File: src/rtl/uart_serial_rx.sv
// 8N1 UART receiver with two-flop input synchronizer and a one-deep
// holding register drained by a valid/ready handshake.
module uart_serial_rx #(
  parameter int CLKS_PER_BIT = 434
) (
  input  logic       clk_clk,
  input  logic       reset_reset,
  input  logic       uart_serial_com_external_connection_rxd,
  output logic [7:0] rx_data,
  output logic       rx_valid,
  input  logic       rx_ready,
  output logic       framing_error,
  output logic       overrun
);

  localparam int BW = $clog2(CLKS_PER_BIT);
  localparam logic [BW-1:0] HALF = BW'(CLKS_PER_BIT / 2 - 1);
  localparam logic [BW-1:0] BMAX = BW'(CLKS_PER_BIT - 1);

  typedef enum logic [2:0] {
    IDLE,
    START,
    DATA,
    STOP,
    BREAK
  } state_t;

  state_t          state;
  logic [BW-1:0]   baud;
  logic [2:0]      bit_cnt;
  logic [7:0]      shift;
  logic            sync1;
  logic            rxs;

  always_ff @(posedge clk_clk) begin
    if (reset_reset) begin
      sync1 <= 1'b1;
      rxs   <= 1'b1;
    end else begin
      sync1 <= uart_serial_com_external_connection_rxd;
      rxs   <= sync1;
    end
  end

  always_ff @(posedge clk_clk) begin
    if (reset_reset) begin
      state         <= IDLE;
      baud          <= '0;
      bit_cnt       <= '0;
      shift         <= '0;
      rx_data       <= 8'h00;
      rx_valid      <= 1'b0;
      framing_error <= 1'b0;
      overrun       <= 1'b0;
    end else begin
      framing_error <= 1'b0;
      overrun       <= 1'b0;
      if (rx_valid && rx_ready)
        rx_valid <= 1'b0;
      unique case (state)
        IDLE: begin
          if (!rxs) begin
            state <= START;
            baud  <= '0;
          end
        end
        START: begin
          if (baud == HALF) begin
            baud    <= '0;
            bit_cnt <= '0;
            state   <= rxs ? IDLE : DATA;
          end else begin
            baud <= baud + BW'(1);
          end
        end
        DATA: begin
          if (baud == BMAX) begin
            baud  <= '0;
            shift <= {rxs, shift[7:1]};
            if (bit_cnt == 3'd7)
              state <= STOP;
            else
              bit_cnt <= bit_cnt + 3'd1;
          end else begin
            baud <= baud + BW'(1);
          end
        end
        STOP: begin
          if (baud == BMAX) begin
            baud <= '0;
            if (rxs) begin
              state <= IDLE;
              // a consume in this same cycle frees the slot
              if (!rx_valid || rx_ready) begin
                rx_data  <= shift;
                rx_valid <= 1'b1;
              end else begin
                overrun <= 1'b1;
              end
            end else begin
              framing_error <= 1'b1;
              state         <= BREAK;
            end
          end else begin
            baud <= baud + BW'(1);
          end
        end
        BREAK: begin
          if (rxs)
            state <= IDLE;
        end
        default: state <= IDLE;
      endcase
    end
  end

endmodule
File: config.mk
export PLATFORM = sky130hd
export DESIGN_NAME = uart_serial_rx
export DESIGN_NICKNAME = d
export VERILOG_FILES = /design/src/rtl/uart_serial_rx.sv
export SDC_FILE = /design/constraint.sdc
export NUM_CORES = 1
export LEC_CHECK = 0
export CAP_MARGIN = 10
export CELL_PAD_IN_SITES_DETAIL_PLACEMENT = 0
export CELL_PAD_IN_SITES_GLOBAL_PLACEMENT = 1
export CORE_MARGIN = 1
export CORE_UTILIZATION = 43
export CTS_BUF_LIST = sky130_fd_sc_hd__clkbuf_8 sky130_fd_sc_hd__clkbuf_16
export CTS_CLUSTER_DIAMETER = 80
export DETAILED_ROUTE_END_ITERATION = 12
export GPL_TIMING_DRIVEN = 0
export PLACE_DENSITY_LB_ADDON = 0.1
export SETUP_SLACK_MARGIN = 0.4
export SLEW_MARGIN = 0
export SYNTH_ARGS = -nofsm -noshare
export SYNTH_HDL_FRONTEND = slang
export SYNTH_SLANG_ARGS = --single-unit
export TNS_END_PERCENT = 5
File: constraint.sdc
create_clock -name clk_clk -period 2.3 [get_ports clk_clk]
set_input_delay 0.46 -clock clk_clk [delete_from_list [all_inputs] [get_ports clk_clk]]
set_output_delay 0.46 -clock clk_clk [all_outputs]
set_load 0.03 [all_outputs]
==> impl_metrics.json <==
{
  "crit_path_max_incr_delay_ns": 0.57,
  "hold_path.class": "register to register",
  "slew_violations": 0,
  "total_leakage_power_nw": 0.779,
  "fin_hold_ws_ns": 0.415,
  "synthMostInstantiatedCell": "dfxtp_1",
  "post_drt_via_cell_ratio": 5.51,
  "timing_hold_violations_final": 0,
  "fraction_of_the_core_area_covered_by_cells_at_the_end_of_the_flow": 0.580,
  "synth_enable_flop_cells": 0,
  "die-area_um2": 4260,
  "design.core.area_um2": 3740,
  "multiInputGateArea_um2": 987,
  "min_delay_path_depth": 1,
  "final-seq-area_um2": 726,
  "hold_startpoint": "sync1$_SDFF_PP1_",
  "synth_area_um2": 1720,
  "syn-num-nets": 197,
  "area_delta_synth_final_pct": 25.9,
  "insertedDiodeCount": 0,
  "worstSetupEndpointType": "register",
  "drt-pass1-iter-count": 4,
  "period_minus_slack_ns": 1.93,
  "drt_iter0_drc": 61,
  "track_usage": 0.186,
  "ctsLongestPathBuffers": 2,
  "crit_arrival_ns": 2.09,
  "regToRegStartpoint": "baud[6]$_SDFFE_PP0P_",
  "numCtsBuffers": 5,
  "worst-slew-pin-transition_ns": 0.572,
  "hold_end": "rxs$_SDFF_PP1_",
  "yosys.cell_types.count": 48,
  "rsz0062_at_grt": "yes",
  "routed_wire_length_per_instance_um": 14.1,
  "clk_transition_reported_paths_ns": 0.07,
  "ys_ff_latch": 36,
  "cts_hold_buf": 0,
  "number_of_warning_messages_in_the_yosys_log": 0,
  "detail_route.drc_violations": 0,
  "std_cell_rows": 22,
  "tritoncts": "yes",
  "irDropWorstVdd_v": 0.000437,
  "antenna_violations_before_repair": 0,
  "h-tree-depth": 2,
  "start_util": 0.460,
  "finalWeightedCongestion": 0.770,
  "timing.critical_path.slowest_stage_cell": "or4b_4",
  "crit_required_ns": 2.46,
  "clock_tree.root_cell": "clkbuf_8",
  "cell_breakdown_of_the_critical_path": "buf_6, or4b_4, buf_6, nor3_4, buf_6, mux2i_2, nor2_1",
  "ratio_of_cells_with_drive_above_1_in_the_final_layout": 0.206,
  "hpwl_um": 2430,
  "run_status": "finished, final reports clean",
  "pwr_density_cell_nw_per_um2": 672,
  "antenna_violating_nets_post_route": 0,
  "critPathLaunch": "baud[6]$_SDFFE_PP0P_",
  "clk-insertion-delay-late_ns": 0.28,
  "worstRegToRegCells": 7,
  "maxSlewHeadroom": 0.619,
  "wirelength_um": 3760,
  "overflow": 0,
  "sequential_to_total_area_share_from_yosys_stat": 0.418,
  "yosysTopAreaCell": "dfxtp_1",
  "netlist_top_cells_area": "dfxtp_1, mux2i_1, nor2_1",
  "worst_path_most_repeated_cell": "buf_6",
  "io_buffer_count": 13,
  "start_kind": "register",
  "synth_top_flop_cell": "dfxtp_1",
  "r2r_slack_ns": 0.37,
  "die_w_um": 65.3,
  "chipHeight_um": 65.3,
  "fmaxAchievable_ghz": 0.518,
  "post-synth-top-area-fraction": 0.418,
  "avgSynthCellArea_um2": 9.16,
  "placement.cell_area_um2": 1910,
  "first_global_vias": 1346,
  "synth_async_sr_flop_share": 0,
  "criticalPathCategory": "register to register",
  "grt_max_degree": 13,
  "timing.final.crit_share": 0.839,
  "number_of_sinks_handled_by_clock_tree_synthesis": 36,
  "maxCapViolations": 0,
  "finish.net_count": 226,
  "grt_pass1_wl_um": 6050,
  "post_synth_most_frequent_cells": "dfxtp_1, nor2_1, mux2i_1, nand2_1, a21oi_1",
  "clock-skew-final_ns": 0.00504,
  "path_max_fanout": 6,
  "n_fill_cell": 359,
  "route.vias.total": 1465,
  "synthCells": 188,
  "fin_tns_setup_ns": 0,
  "timing.rr.end": "shift[2]$_SDFFE_PP0P_",
  "timing.final.setup_violations": 0,
  "ioPinCount": 15,
  "stdcell_area_um2": 2170
}
==> per-stage QoR <==
stage | total power [W] | setup slack [ns] | cells
floorplan | 0.000891 | 0.527 | 188
global placement | 0.000954 | 0.300 | 249
detailed placement | 0.000961 | 0.250 | 249
CTS | 0.00140 | 0.339 | 257
global route | 0.00152 | 0.318 | 266
finish | 0.00146 | 0.369 | 266
==> metal layers <==
metal / track usage / up-vias / routed length (µm) / share of wire
li1: - / 736 / - / -
met1: 0.239 / 707 / 1770 / 0.47
met2: 0.303 / 18 / 1850 / 0.49
met3: 0.0469 / 4 / 115 / 0.031
met4: 0.0571 / 0 / 21 / 0.0056
met5: 0 / - / 0 / 0
==> power breakdown <==
| group | switching (W) | internal, W | leakage [nW] |
|---|---|---|---|
| clock network | 0.000225 | 0.000211 | 0.0479 |
| registers | 0.0000278 | 0.000645 | 0.293 |
| logic | 0.000194 | 0.000155 | 0.438 |
| total | 0.000447 | 0.00101 | 0.779 |
==> cell usage in the layout, fill, tap and decap left out, types with 2 or more instances in the layout <==
master / n
or3_1: 2
ha_1: 5
a21oi_1: 9
clkbuf_1: 3
o21ai_0: 2
buf_6: 6
or3b_1: 2
clkbuf_8: 5
buf_1: 2
dfxtp_1: 32
clkdlybuf4s50_1: 13
clkinv_2: 2
o311ai_2: 2
nor3_1: 6
nor2b_1: 3
o21a_1: 2
clkbuf_2: 2
o211ai_1: 2
nand2_1: 15
or2_2: 2
inv_1: 6
buf_4: 7
nand3_1: 4
o22ai_1: 6
mux2i_1: 16
dfxtp_2: 4
nor4b_4: 2
o41ai_2: 2
nor2_1: 23
and2_1: 3
==> sequential cells by signal (all words and copies together), names as in the netlist <==
name	count
framing_error	1
shift	8
sync1	1
bit_cnt	3
rx_data	8
baud	9
state	3
rxs	1
rx_valid	1
overrun	1
==> worst max-delay path: cells and delay by family (launching register included) <==
family	cells	cell delay, ns
mux	1	0.20
buf+inv	3	0.44
simple gates	3	0.84
flops	1	0.32
==> logic make-up (layout without fill, tap and decap cells) <==
group                      count (synthesis)  after routing  share of synthesized area
AOI/OAI and AO/OA                         38             38                      0.161
xor gates and xnor gates                   1              1                    0.00508
adders and majority gates                  5              5                     0.0363
buffers and inverters                     18             48                     0.0479
DFF                                       36             36                      0.418
muxes                                     18             18                      0.105
and+or+nand+nor                           72             72                      0.227
==> layout make-up <==
class,count,share of cell area
Clock inverter,3,0.00865
Multi-Input combinational cell,134,0.455
Clock buffer,5,0.0317
Sequential cell,36,0.334
Tap cell,48,0.0277
Timing Repair Buffer,22,0.0963
Buffer,12,0.0358
Inverter,6,0.0104
==> repair_timing <==
| action | CTS | global route |
|---|---|---|
| endpoints found under the setup margin | 23 | 29 |
| buffers inserted | 0 | 9 |
| pin swaps | 0 | 6 |
| resized for setup | 2 | 26 |
| cloned | 0 | 0 |
==> worst max-delay path by stage <==
stage,end
global route,bit_cnt[2]$_SDFFE_PP0P_
detailed placement,bit_cnt[1]$_SDFFE_PP0P_
global placement,bit_cnt[1]$_SDFFE_PP0P_
CTS,bit_cnt[2]$_SDFFE_PP0P_
floorplan,rx_data[6]$_SDFFE_PP0P_
finish,shift[2]$_SDFFE_PP0P_
No activity file was read; power rests on OpenSTA's default activity.
